[src/rtl/bcd_disp_pkg.sv]
// bcd_disp_pkg
// Shared segment-code type and active-low {g,f,e,d,c,b,a} patterns for the
// BCD 7-segment display path.
package bcd_disp_pkg;

    typedef logic [6:0] seg_t;

    localparam seg_t SEG_0     = 7'h40;
    localparam seg_t SEG_1     = 7'h79;
    localparam seg_t SEG_2     = 7'h24;
    localparam seg_t SEG_3     = 7'h30;
    localparam seg_t SEG_4     = 7'h19;
    localparam seg_t SEG_5     = 7'h12;
    localparam seg_t SEG_6     = 7'h02;
    localparam seg_t SEG_7     = 7'h78;
    localparam seg_t SEG_8     = 7'h00;
    localparam seg_t SEG_9     = 7'h10;
    localparam seg_t SEG_DASH  = 7'h3F;
    localparam seg_t SEG_BLANK = 7'h7F;

endpackage

[src/rtl/bcd_to_seg.sv]
// bcd_to_seg
// Combinational BCD nibble to active-low 7-segment decoder.
// Nibbles A-F show a dash; i_blank forces all segments off.
// Ports:
//   i_nib   [3:0]  BCD digit
//   i_blank        1 = drive all segments off
//   o_seg   [6:0]  segments {g,f,e,d,c,b,a}, active-low
module bcd_to_seg
    import bcd_disp_pkg::*;
(
    input  logic [3:0] i_nib,
    input  logic       i_blank,
    output logic [6:0] o_seg
);

    always_comb begin
        o_seg = SEG_DASH;
        if (i_blank) begin
            o_seg = SEG_BLANK;
        end else begin
            case (i_nib)
                4'd0:    o_seg = SEG_0;
                4'd1:    o_seg = SEG_1;
                4'd2:    o_seg = SEG_2;
                4'd3:    o_seg = SEG_3;
                4'd4:    o_seg = SEG_4;
                4'd5:    o_seg = SEG_5;
                4'd6:    o_seg = SEG_6;
                4'd7:    o_seg = SEG_7;
                4'd8:    o_seg = SEG_8;
                4'd9:    o_seg = SEG_9;
                default: o_seg = SEG_DASH;
            endcase
        end
    end

endmodule

[src/rtl/bcd_7seg_scan.sv]
// bcd_7seg_scan
// Latches a packed BCD value on a load strobe and time-multiplexes its digits
// onto one common-anode 7-segment bus. The displayed value only changes at
// frame boundaries so one scan never mixes old and new digits.
// Optional build macro BCD7SEG_LZ_BLANK_EN: blank leading zero digits
// (digit 0 is never blanked; an invalid nibble stops blanking).
// Ports:
//   clk         system clock, rising edge
//   rst         synchronous active-high reset
//   bdc         packed BCD input, [3:0] = least-significant digit
//   load        capture bdc into the pending register
//   pending     a captured value awaits frame transfer
//   an          anode enables, active-low, one-hot-low
//   seg         segments {g,f,e,d,c,b,a}, active-low
//   frame_tick  one-cycle pulse at each frame start
module bcd_7seg_scan
    import bcd_disp_pkg::*;
#(
    parameter int DIGITS   = 3,
    parameter int SCAN_DIV = 50000
)(
    input  logic                  clk,
    input  logic                  rst,
    input  logic [4*DIGITS-1:0]   bdc,
    input  logic                  load,
    output logic                  pending,
    output logic [DIGITS-1:0]     an,
    output logic [6:0]            seg,
    output logic                  frame_tick
);

    localparam int PW = (SCAN_DIV > 1) ? $clog2(SCAN_DIV) : 1;
    localparam int IW = (DIGITS > 1) ? $clog2(DIGITS) : 1;
    localparam int BW = 4 * DIGITS;

    logic [PW-1:0]     r_presc;
    logic [IW-1:0]     r_idx;
    logic [BW-1:0]     r_disp;
    logic [BW-1:0]     r_pend_val;

    logic              w_tick;
    logic              w_wrap;
    logic [3:0]        w_nib;
    logic              w_blank;
    logic [DIGITS-1:0] w_an;
    logic [DIGITS-1:0] w_lz;
    logic              w_run;
    seg_t              w_seg;

    assign w_tick = (r_presc == PW'(SCAN_DIV - 1));
    assign w_wrap = w_tick && (r_idx == IW'(DIGITS - 1));

    // Leading-zero mask: w_run stays set while every digit from the MSD down
    // to the current one is a valid zero.
    always_comb begin
        w_lz  = '0;
        w_run = 1'b1;
`ifdef BCD7SEG_LZ_BLANK_EN
        for (int unsigned i = DIGITS - 1; i > 0; i--) begin
            w_run   = w_run && (r_disp[4*i +: 4] == 4'd0);
            w_lz[i] = w_run;
        end
`endif
    end

    // Select the nibble, blank flag and anode for the current slot.
    always_comb begin
        w_nib   = '0;
        w_blank = 1'b0;
        w_an    = '1;
        for (int unsigned i = 0; i < DIGITS; i++) begin
            if (r_idx == IW'(i)) begin
                w_nib   = r_disp[4*i +: 4];
                w_blank = w_lz[i];
                w_an[i] = 1'b0;
            end
        end
    end

    bcd_to_seg u_dec (
        .i_nib   (w_nib),
        .i_blank (w_blank),
        .o_seg   (w_seg)
    );

    always_ff @(posedge clk) begin
        if (rst) begin
            r_presc    <= '0;
            r_idx      <= '0;
            r_disp     <= '0;
            r_pend_val <= '0;
            pending    <= 1'b0;
            frame_tick <= 1'b0;
            an         <= '1;
            seg        <= SEG_BLANK;
        end else begin
            r_presc    <= w_tick ? '0 : r_presc + PW'(1);
            frame_tick <= 1'b0;
            if (w_tick) begin
                r_idx <= (r_idx == IW'(DIGITS - 1)) ? '0 : r_idx + IW'(1);
            end
            if (w_wrap) begin
                frame_tick <= 1'b1;
                if (pending) begin
                    r_disp  <= r_pend_val;
                    pending <= 1'b0;
                end
            end
            // Placed after the transfer so a coinciding load keeps pending set
            // while the transfer still takes the pre-edge r_pend_val.
            if (load) begin
                r_pend_val <= bdc;
                pending    <= 1'b1;
            end
            an  <= w_an;
            seg <= w_seg;
        end
    end

endmodule

[config.mk]
export PLATFORM = sky130hd
export DESIGN_NAME = bcd_7seg_scan
export DESIGN_NICKNAME = d
export VERILOG_FILES = /design/src/rtl/bcd_disp_pkg.sv /design/src/rtl/bcd_to_seg.sv /design/src/rtl/bcd_7seg_scan.sv
export SDC_FILE = /design/constraint.sdc
export NUM_CORES = 1
export LEC_CHECK = 0
export ABC_CLOCK_PERIOD_IN_PS = 2800
export CAP_MARGIN = 20
export CORE_MARGIN = 2
export CORE_UTILIZATION = 30
export CTS_BUF_LIST = sky130_fd_sc_hd__clkbuf_8 sky130_fd_sc_hd__clkbuf_16
export CTS_CLUSTER_DIAMETER = 100
export DETAILED_ROUTE_END_ITERATION = 8
export PLACE_DENSITY = 0.46
export SETUP_SLACK_MARGIN = 0.2
export SYNTH_ARGS = -nofsm -noshare
export SYNTH_HDL_FRONTEND = slang
export SYNTH_SLANG_ARGS = --single-unit
export TNS_END_PERCENT = 30
[constraint.sdc]
create_clock -name clk -period 2.8 [get_ports clk]
set_input_delay 0.42 -clock clk [delete_from_list [all_inputs] [get_ports clk]]
set_output_delay 0.42 -clock clk [all_outputs]
set_load 0.05 [all_outputs]
# [Yosys cells after proc, flatten, opt, wreduce, memory -nomap -nowiden]
# Memory sizes are Yosys's and may differ from the RTL's. A register that Yosys moved wholly into a read port is not among the register bits.
# Cells that the tools add are included.
[op_classes] addsub=2 n_eq_ne=3 muxes=10 n_reduce_logical=5
[ops] op="$add A16 B1 Y16 const B" count=1
[ops] op="$eq A16 B16 Y1 const B" count=1
[ops] op="$mux W4" count=3
[ops] op="$mux W1" count=6
[ops] op="$add A2 B1 Y2 const B" count=1
[ops] op="$eq A2 B1 Y1 const B" count=1
[ops] op="$eq A2 B2 Y1 const B" count=1
[ops] op="$logic_not A2 Y1" count=1
[ops] op="$mux W2" count=1
[ops] op="$reduce_and A2 Y1" count=1
[ops] op="$reduce_bool A2 Y1" count=1
[ops] op="$reduce_or A2 Y1" count=1
[ops] op="$logic_and A1 B1 Y1" count=1
[word_totals] ff_bits=47 mem_bits_ro=112 inputBits=15 wordCells=28 memories=1
[mem_list] memory="(no name shown)" words=16 word_bits=7 rd=1 rd_clocked_by_memory_dff=1 wr=0 line="bcd_to_seg.sv:21" text="case (i_nib)"

# [Logic depth before layout (Yosys ltp)]
# Gate-level depths: netlist of run 1.
[depth] ltp_word=4 ltp_mapped=7 depth_no_buf=6

# [By module]
# Synthesis of run 1 repeated with hierarchy kept, for this count alone.
[unflattened] cells_unflattened=267 hier_area_um2=2383.5
[modules_own_cells] mod="bcd_7seg_scan" instances=1 cells_per_inst=232 area_per_inst_um2=2148.3
[modules_own_cells] mod="bcd_to_seg" instances=1 cells_per_inst=35 area_per_inst_um2=235.2

# [Worst setup path before layout of run 1]
# No wires, ideal clock.
[synth_timing] path_kind="register -> register" start="register r_presc[0]" end="register r_disp[10]" setup_time_ns=0.072 arrival_ns=1.937 setup_slack_ns=0.792 stages_incl_launch_ff=7 path_cell_list="dfxtp_1 -> ha_1 -> nand3_1 -> or4_4 -> nor3_4 -> buf_12 -> mux2i_1"
[synth_via] elab_chain_len=3
[synth_rtl] item="start: declaration" line="bcd_7seg_scan.sv:36" text="logic [PW-1:0] r_presc;"
[synth_rtl] item="start signal: assignment" line="bcd_7seg_scan.sv:97" text="r_presc <= w_tick ? '0 : r_presc + PW'(1);"
[synth_rtl] item="$eq A16 B16 Y1" line="bcd_7seg_scan.sv:50" text="assign w_tick = (r_presc == PW'(SCAN_DIV - 1));"
[synth_rtl] item="$logic_and A1 B1 Y1" line="bcd_7seg_scan.sv:51" text="assign w_wrap = w_tick && (r_idx == IW'(DIGITS - 1));"
[synth_rtl] item="$reduce_and A2 Y1 (no line)"
[synth_rtl] item="end signal: assignment" line="bcd_7seg_scan.sv:105" text="r_disp <= r_pend_val;"
[synth_rtl] item="end: declaration" line="bcd_7seg_scan.sv:38" text="logic [BW-1:0] r_disp;"
# No other way between the ends.
# A chain may end at the register's enable or synchronous reset.

# [Final worst setup path of run 1]
[layout_timing] start="register r_presc[0]" end="register r_presc[14]"
[layout_via] elab_chain_len=2 word_cells_on_any_way=3 classes_between="1 x add/sub; 1 x eq/ne; 1 x reduce/logical"
[layout_rtl] item="parallel branches: the longest is 2 deep, another holds $add A16 B1 Y16"
# Several ways; the timed one is not identified.

==> metrics.txt, run 1 <==
first-pass GRT wire length 7.300 mm; WL/cell 12.03 µm; IO Port Bufs 26; HP Class register to register; TNS Setup 0 ps; Worst-path clk slew 110 ps; Final Power 1.362 mW; Total Routing Usage GR 0.1077; Ys Warns 0; DRC 0; sequential share of power 0.586; cell internal pwr 1.022 mW; Sw Ratio 0.2501; Post-CTS Setup Repair Bufs 0; clk_lat worst skew 310 ps; CP top delay family simple AND/OR/NAND/NOR gates; vias per std cell 4.474; Worst Setup Path Type register to register; die height 91.05 µm; CP Buf/Inv Count 1; Synth area leaders dfxtp_1 48%, mux2i_1 13%, nand2b_1 7.2%; Seq/Total Area, Yosys 0.4755; WP data required 3020 ps; # nets final 276; Yosys top cell area share 0.4755; Post-synth top flop dfxtp_1; crit-path max cell delay 630 ps; PostCTS Resize Cnt 0; H-tree levels 2; critical path peak fanout 10; cts bufs inserted 5; Initial DRC Count 54; CTS tree yes; setup violators final 0; number of synthesized flops with an enable pin 0; gr ovfl total 0; ratio of cells with drive above 1 in the final layout 0.06538; initial core utilization 0.3118; Least-Margin Pin Slew 700.5 ps; final wirelength 4.318 mm; final-report hold violation count 0; Comb power frac 0.081; largest net degree at the start of global routing 46; met2 wire length 1.946 mm; area leader, netlist dfxtp_1; Synth async-reset ratio 0; post-synth cell types 36; pre-CTS WS 567.9 ps; initial antenna violation count 0; DR top layer met4; max capacitance violation total 0; hold buffers post-CTS 0; clock share of power 0.333; Metal-1 WL 2.180 mm; via count 1,606; CTS Root Cell clkbuf_8; diodes inserted 0; Routed Antenna Nets 0; Startpoint Class register; outcome finished clean; NetSw 340.7 µW; met3 WL post-DR 149 µm; Die X 91.05 µm; slew margin rel. 0.5330; vias in the first global route 1,557; unrepaired setup endpoints after global routing no; I/O pins 27; DP Wirelength 2.944 mm; Avg Inst Size Synth 9.757 µm²; Site Rows 31; CP Data Arrival Time 2460 ps; post-layout min period 2240 ps; #FFs+latches synth 54; skew final 12.27 ps; gpl congestion 0.6925; Mapped Nets 250; final max-slew violation count 0; pwr dens 501.1 nW/µm²; CP max-delay cell or4_4; Synth-to-Final Area Change 19.59%; Core Area 7292 µm²; Sinks on Clock Net 54; Tcrit/Tclk final 0.8001; FMAX 0.4464 GHz; Setup crit end kind register; leakage power 0.9575 nW; Die Area 8290 µm²; Mapped Cells 233; Final WS setup 559.6 ps; crit-path cells ha_1 > nand3_1 > or4_4 > o21bai_2 > buf_4 > nor2_1; Longest Clk Path Bufs 2; Worst VDD drop 212.9 µV; synthesized area 2273 µm²; Detailed Routing Iterations Pass 1 4
==> per-stage QoR <==
step / hold slack (ps) / instances / area [µm²] / utilization
2_1_floorplan: 429.4 / 233 / 2273 / -
3_3_place_gp: 438.5 / 351 / 2626 / 0.3602
3_5_place_dp: 448.4 / 351 / 2626 / 0.3602
4_1_cts: 475.5 / 359 / 2719 / 0.3729
5_1_grt: 494.1 / 359 / 2719 / 0.3729
6_report: 471.6 / 359 / 2719 / 0.3729
==> logic make-up (layout without fill, tap and decap cells) <==
| logic type | count (synthesis) | count (layout) | synth area share |
|---|---|---|---|
| simple gates | 95 | 95 | 0.2196 |
| flops | 54 | 54 | 0.4755 |
| mux | 29 | 29 | 0.1277 |
| compound gates | 22 | 22 | 0.07540 |
| buf+inv | 17 | 44 | 0.03687 |
| xor+xnor | 14 | 14 | 0.05394 |
| fa+ha+maj | 2 | 2 | 0.01101 |
==> area by class of cell <==
type                            instances  area (µm²)
Sequential cell                        54        1081
Clock buffer                            5       68.82
Inverter                                6       22.52
Timing Repair Buffer                   30       290.3
Clock inverter                          3       23.77
Fill cell                             777        4573
Multi-Input combinational cell        162        1109
Tap cell                               99       123.9
==> layer usage <==
metal,up-vias,global-route usage
met5,-,0
met2,20,0.1753
met1,736,0.1398
li1,846,-
met4,0,0.03409
met3,4,0.02739
==> registers in the layout, summed over array words and instances (netlist names) <==
register	cells
r_presc	16
r_disp	12
r_pend_val	12
seg	7
an	3
r_idx	2
frame_tick	1
pending	1
==> path summary, 6_finish.rpt <==
kind,from,to,slack (ps),cells past startpoint
setup / recovery,r_presc[0],r_presc[14],560,6
hold / removal,r_presc[0],r_presc[0],470,1
setup reg to reg,r_presc[0],r_presc[14],560,6
hold reg to reg,r_presc[0],r_presc[0],470,1
==> Yosys cell counts, types with 2 or more instances <==
cell type,count
dfxtp_1,54
nor2_1,36
mux2i_1,29
nand2b_1,26
xnor2_1,13
clkbuf_1,8
inv_1,6
nand2_1,6
nand3_1,5
nand4_1,5
a21o_1,4
a2bb2oi_1,4
nor3_1,4
nor4_1,4
o2bb2ai_1,4
a211o_1,2
a21oi_1,2
ha_1,2
o21ai_0,2
==> power by group through the flow <==
stage	sequential (mW)	clock (mW)	combinational [mW]
final	0.798	0.454	0.110
after global routing	0.801	0.502	0.119
after CTS	0.799	0.480	0.112
after detailed placement	0.816	0	0.112
after global placement	0.816	0	0.112
after floorplan	0.837	0	0.0480
==> layout by cell type, fill, tap and decap left out, types with 2 or more instances in the layout <==
cell type / Yosys / routed
a211o_1: 2 / 2
a21o_1: 4 / 4
a21oi_1: 2 / 2
a2bb2oi_1: 4 / 4
buf_4: 1 / 4
clkbuf_8: 0 / 5
clkdlybuf4s50_1: 0 / 26
clkinvlp_4: 0 / 2
dfxtp_1: 54 / 54
ha_1: 2 / 2
inv_1: 6 / 6
mux2i_1: 29 / 29
nand2_1: 6 / 6
nand2b_1: 26 / 26
nand3_1: 5 / 5
nand4_1: 5 / 5
nor2_1: 36 / 36
nor3_1: 4 / 4
nor4_1: 4 / 4
o21ai_0: 2 / 2
o2bb2ai_1: 4 / 4
xnor2_1: 13 / 13
Power figures use the tool's default switching activity.
==> run 2, diff against run 1 <==
ABC_CLOCK_PERIOD_IN_PS = 1900   (was 2800)
PLACE_DENSITY = 0.48   (was 0.46)
clock period = 1.9 ns   (was 2.8 ns; I/O delays follow)
==> metrics.txt, run 2 (synthesized netlist as in run 1, its figures left out) <==
outcome finished clean; max reg flops 16 (unchanged); Startpoint Class register; vias in the first global route 1,597 (+2.6%); max capacitance violation total 0 (unchanged); Top reg by flops r_presc; gr ovfl total 0 (unchanged); final-report hold violation count 0 (unchanged); ratio of cells with drive above 1 in the final layout 0.1775 (+0.1122); HP Class register to register; I/O pins 27 (unchanged); H-tree levels 2 (unchanged); FMAX 0.5271 GHz (+18%); via count 1,682 (+4.7%); die height 91.05 µm (unchanged); diodes inserted 0 (unchanged); cts bufs inserted 5 (unchanged); Largest regs r_presc: 16 flops, r_disp: 12 flops, r_pend_val: 12 flops; Post-CTS Setup Repair Bufs 0 (unchanged); fill count 792 (+1.9%); vias per std cell 4.485 (+0.26%); Die X 91.05 µm (unchanged); clk_lat worst skew 300 ps (about the same); CTS Root Cell clkbuf_8; commonest non-fill, non-tap cells in the layout 52 x dfxtp_1, 29 x mux2i_1, 26 x nand2b_1; Die Area 8290 µm² (unchanged); first-pass GRT wire length 7.728 mm (+5.9%); Synth-to-Final Area Change 29.50%; initial core utilization 0.3118 (unchanged); largest net degree at the start of global routing 21 (-54%); Site Rows 31 (unchanged); Metal-1 WL 2.397 mm (+10%); WL/cell 11.94 µm (-0.70%); hold slack 474.6 ps (+3.051 ps); fin cells 375 (+4.5%); gpl congestion 0.7445 (+7.5%); Longest Clk Path Bufs 2 (unchanged); Hold Path Depth 2 (+1); skew final 7.895 ps (-4.378 ps); met2 wire length 1.858 mm (-4.5%); unrepaired setup endpoints after global routing yes; hold buffers post-CTS 0 (unchanged); Total Routing Usage GR 0.1156 (+0.007893); IO Port Bufs 26 (unchanged); # nets final 292 (+5.8%); Setup crit end kind register; critical path peak fanout 12 (+2); met3 WL post-DR 169 µm (+13%); Least-Margin Pin Slew 494.0 ps (-206.5 ps); initial antenna violation count 0 (unchanged); TNS Setup 0 ps (unchanged); WP data required 2140 ps (-880 ps); Core Area 7292 µm² (unchanged); final max-slew violation count 0 (unchanged); Worst Setup Path Type register to register; post-layout min period 1897 ps (-343.0 ps); final wirelength 4.479 mm (+3.7%); Final Power 2.097 mW (+54%); Worst-path clk slew 100 ps (about the same); Worst VDD drop 263.6 µV (+24%); Routed Antenna Nets 0 (unchanged); Initial DRC Count 37 (-31%); DRC 0 (unchanged); commonest non-fill, non-tap cell in the layout dfxtp_1; Reg2Reg Depth 5 (-1); Tcrit/Tclk final 0.9986 (+0.1985); CP Data Arrival Time 2140 ps (-320 ps); pwr dens 712.4 nW/µm² (+42%); Detailed Routing Iterations Pass 1 4 (unchanged); slew margin rel. 0.6720 (+0.1390); leakage power 1.079 nW (+13%); Sinks on Clock Net 54 (unchanged); CTS tree yes; DP Wirelength 3.107 mm (+5.5%); Cells after DPL 366 (+4.3%); DR top layer met4; setup violators final 0 (unchanged)
## run 2: cell count changes in the layout (fill, tap and decap cells not counted), moves of 4 or more
| cell | before | now |
|---|---|---|
| nor2_4 | 0 | 4 |
| dlygate4sd2_1 | 0 | 12 |
| nor2_2 | 0 | 9 |
| nor2_1 | 36 | 23 |
| clkdlybuf4s50_1 | 26 | 14 |
| buf_4 | 4 | 16 |
## run 2: area by class of cell
type | count | area, µm² | area share
Clock inverter | 3 | 37.54 | 0.01275
Inverter | 6 | 22.52 | 0.007650
Clock buffer | 5 | 68.82 | 0.02337
Sequential cell | 54 | 1086 | 0.3689
Multi-Input combinational cell | 162 | 1182 | 0.4016
Tap cell | 99 | 123.9 | 0.04207
Timing Repair Buffer | 46 | 422.9 | 0.1436
## run 2: what timing repair did
action / CTS / global route
pin swaps: 18 / 16
cloned: 1 / 0
setup endpoints to repair: 49 / 36
resized for setup: 24 / 14
## run 2: worst max-delay path, stage by stage (launching register included)
cell and delay [ps]:
dfxtp_2 330, or4_1 500, or4_4 480, nor3_4 170, buf_12 180, mux2i_1 180
## run 2: per-stage QoR
step,instance area (µm²),utilization,worst slack (ps)
2_1_floorplan,2287,-,-21.08
3_5_place_dp,2765,0.3792,10.57
5_1_grt,2944,0.4037,-97.70
4_1_cts,2903,0.3981,-13.69
3_3_place_gp,2765,0.3792,19.63
6_report,2944,0.4037,2.652
## run 2: path summary, 6_finish.rpt
kind | start | to | slack, ps
worst max-delay path | r_presc[5] | r_disp[6] | 3
worst min-delay path | r_pend_val[11] | r_disp[11] | 470
worst max register to register | r_presc[5] | r_disp[6] | 3
worst min register to register | r_pend_val[11] | r_disp[11] | 470
## run 2: power by group
| part | leakage, nW | internal [mW] | switching [mW] |
|---|---|---|---|
| registers | 0.442 | 1.16 | 0.0147 |
| logic | 0.575 | 0.0853 | 0.0929 |
| clock network | 0.0607 | 0.384 | 0.361 |
## run 2: per-layer routing
metal,track usage,up-vias
met5,0,-
met4,0.04545,0
met3,0.02656,5
met2,0.1673,23
met1,0.1655,775
li1,-,879
==> run 3, diff against run 2 <==
CORE_UTILIZATION = 49   (was 30)
CTS_CLUSTER_SIZE = 24   (was default)
PLACE_DENSITY = 0.72   (was 0.48)
==> metrics.txt, run 3 (synthesized netlist as in run 1, its figures left out) <==
outcome finished, violations left; failing checks setup timing; fill count 356 (-55%); CP max-delay cell or4_1; Top reg by flops r_presc; ratio of cells with drive above 1 in the final layout 0.1782 (+0.0006456); Worst-path clk slew 100 ps (about the same); pwr dens 688.2 nW/µm² (-3.4%); CP top delay family simple AND/OR/NAND/NOR gates; largest net degree at the start of global routing 40 (+90%); max reg flops 16 (unchanged); die height 72.12 µm (-21%); Comb power frac 0.089 (+0.004); DR top layer met4; critical path peak fanout 12 (unchanged); Tcrit/Tclk final 1.012 (+0.01336); NetSw 489.2 µW (+4.4%); DRC 0 (unchanged); Synth-to-Final Area Change 27.96%; skew final 9.180 ps (+1.286 ps); CP Data Arrival Time 2160 ps (+20 ps); gr ovfl total 0 (unchanged); met3 WL post-DR 170 µm (+0.59%); I/O pins 27 (unchanged); sequential share of power 0.586 (+0.026); WL/cell 12.12 µm (+1.5%); cts bufs inserted 5 (unchanged); FMAX 0.5201 GHz (-1.3%); CP Buf/Inv Count 1 (unchanged); multi-input logic area 1211 µm² (+2.4%); Site Rows 24 (-23%); Routed Antenna Nets 0 (unchanged); Total Routing Usage GR 0.1650 (+0.04938); gpl congestion 0.8304 (+12%); Largest regs r_presc: 16 flops, r_disp: 12 flops, r_pend_val: 12 flops; diodes inserted 0 (unchanged); setup violators final 2 (+2); commonest non-fill, non-tap cells in the layout 52 x dfxtp_1, 28 x mux2i_1, 26 x nor2_1, 26 x nand2b_1, 15 x buf_4; TNS Setup -23.07 ps (-23.07 ps); first-pass GRT wire length 6.803 mm (-12%); Final WS setup -22.73 ps (-25.39 ps); Post-CTS Setup Repair Bufs 0 (unchanged); Die X 72.12 µm (-21%); clk_lat worst skew 310 ps (about the same); # nets final 291 (-0.34%); leakage power 1.097 nW (+1.7%); initial antenna violation count 0 (unchanged); met2 wire length 1.697 mm (-8.7%); Initial DRC Count 82 (+120%); post-layout min period 1923 ps (+25.39 ps); WP data required 2140 ps (about the same); crit-path cells or4_1 > or4_4 > nor3_4 > buf_12 > mux2i_1; Setup crit end kind register; Startpoint Class register; final-report hold violation count 0 (unchanged); IO Port Bufs 26 (unchanged); H-tree levels 2 (unchanged); Longest Clk Path Bufs 2 (unchanged); Reg area 1086 µm² (unchanged); Sw Ratio 0.2444 (+0.02100); cell internal pwr 1.513 mW (-7.1%); slew margin rel. 0.6654 (-0.006608); CTS Root Cell clkbuf_8; CTS tree yes; Core Area 4414 µm² (-39%); max capacitance violation total 0 (unchanged); Sinks on Clock Net 54 (unchanged); unrepaired setup endpoints after global routing yes; commonest non-fill, non-tap cell in the layout dfxtp_1; Least-Margin Pin Slew 501.1 ps (+7.131 ps); via count 1,690 (+0.48%); vias per std cell 5.168 (+15%); Worst Setup Path Type register to register; clock share of power 0.324 (-0.031); vias in the first global route 1,542 (-3.4%); DP Wirelength 2.744 mm (-12%); Die Area 5201 µm² (-37%); initial core utilization 0.5150 (+0.2033); Worst VDD drop 309.9 µV (+18%); final max-slew violation count 0 (unchanged); Detailed Routing Iterations Pass 1 4 (unchanged); utilization after layout 0.6590 (+0.2553); crit-path max cell delay 500 ps (about the same); Metal-1 WL 2.069 mm (-14%); final wirelength 3.964 mm (-11%); HP Class register to register
==> run 3: per-stage QoR <==
stage / hold WS [ps] / std cells / instance area, µm² / total power [mW] / worst slack [ps]
2_1_floorplan: 429.4 / 233 / 2287 / 1.305 / -21.08
6_report: 481.7 / 327 / 2909 / 2.002 / -22.73
4_1_cts: 470.7 / 327 / 2821 / 2.022 / -24.75
5_1_grt: 506.4 / 327 / 2909 / 2.091 / -76.74
3_5_place_dp: 463.1 / 319 / 2706 / 1.374 / -4.271
3_3_place_gp: 460.7 / 319 / 2706 / 1.372 / 25.46
==> run 3: final timing paths <==
path / cells past startpoint / from / to / slack, ps
worst max-delay path: 5 / r_presc[5] / r_disp[2] / -20
worst max register to register: 5 / r_presc[5] / r_disp[2] / -20
worst min-delay path: 2 / r_pend_val[10] / r_disp[10] / 480
worst min register to register: 2 / r_pend_val[10] / r_disp[10] / 480
==> run 3: tightest hold or removal path: cells and delay by family (launching register included) <==
kind	cells	cell delay, ps
flip-flops	1	320
AND/OR/NAND/NOR	1	60
multiplexers	1	60
==> run 3: timing repair <==
action                                  4_1_cts  5_1_grt
gates cloned                                  0        0
pin swaps                                    18       16
endpoints found under the setup margin       43       41
hold buffers                                  0        0
resized for setup                            17       23
==> run 3: metal layers <==
layer	up-vias	GRT usage
met2	40	0.2467
met4	0	0.04403
met1	773	0.2324
li1	875	-
met5	-	0
met3	2	0.05000
==> run 3: area by class of cell <==
cell class              count  area share
multi-input cells         162      0.4163
well taps                  52     0.02237
flip-flops and latches     54      0.3733
repair buffers             45      0.1480
inverters                   6    0.007742
clock buffers               5     0.02366
clock inverters             3    0.008602
==> run 3: power by group through the flow <==
stage               Clock, mW  Sequential (mW)  Combinational [mW]
finish                  0.649             1.17               0.179
global route            0.719             1.18               0.195
CTS                     0.673             1.18               0.173
detailed placement          0             1.20               0.172
global placement            0             1.20               0.171
floorplan                   0             1.23              0.0720
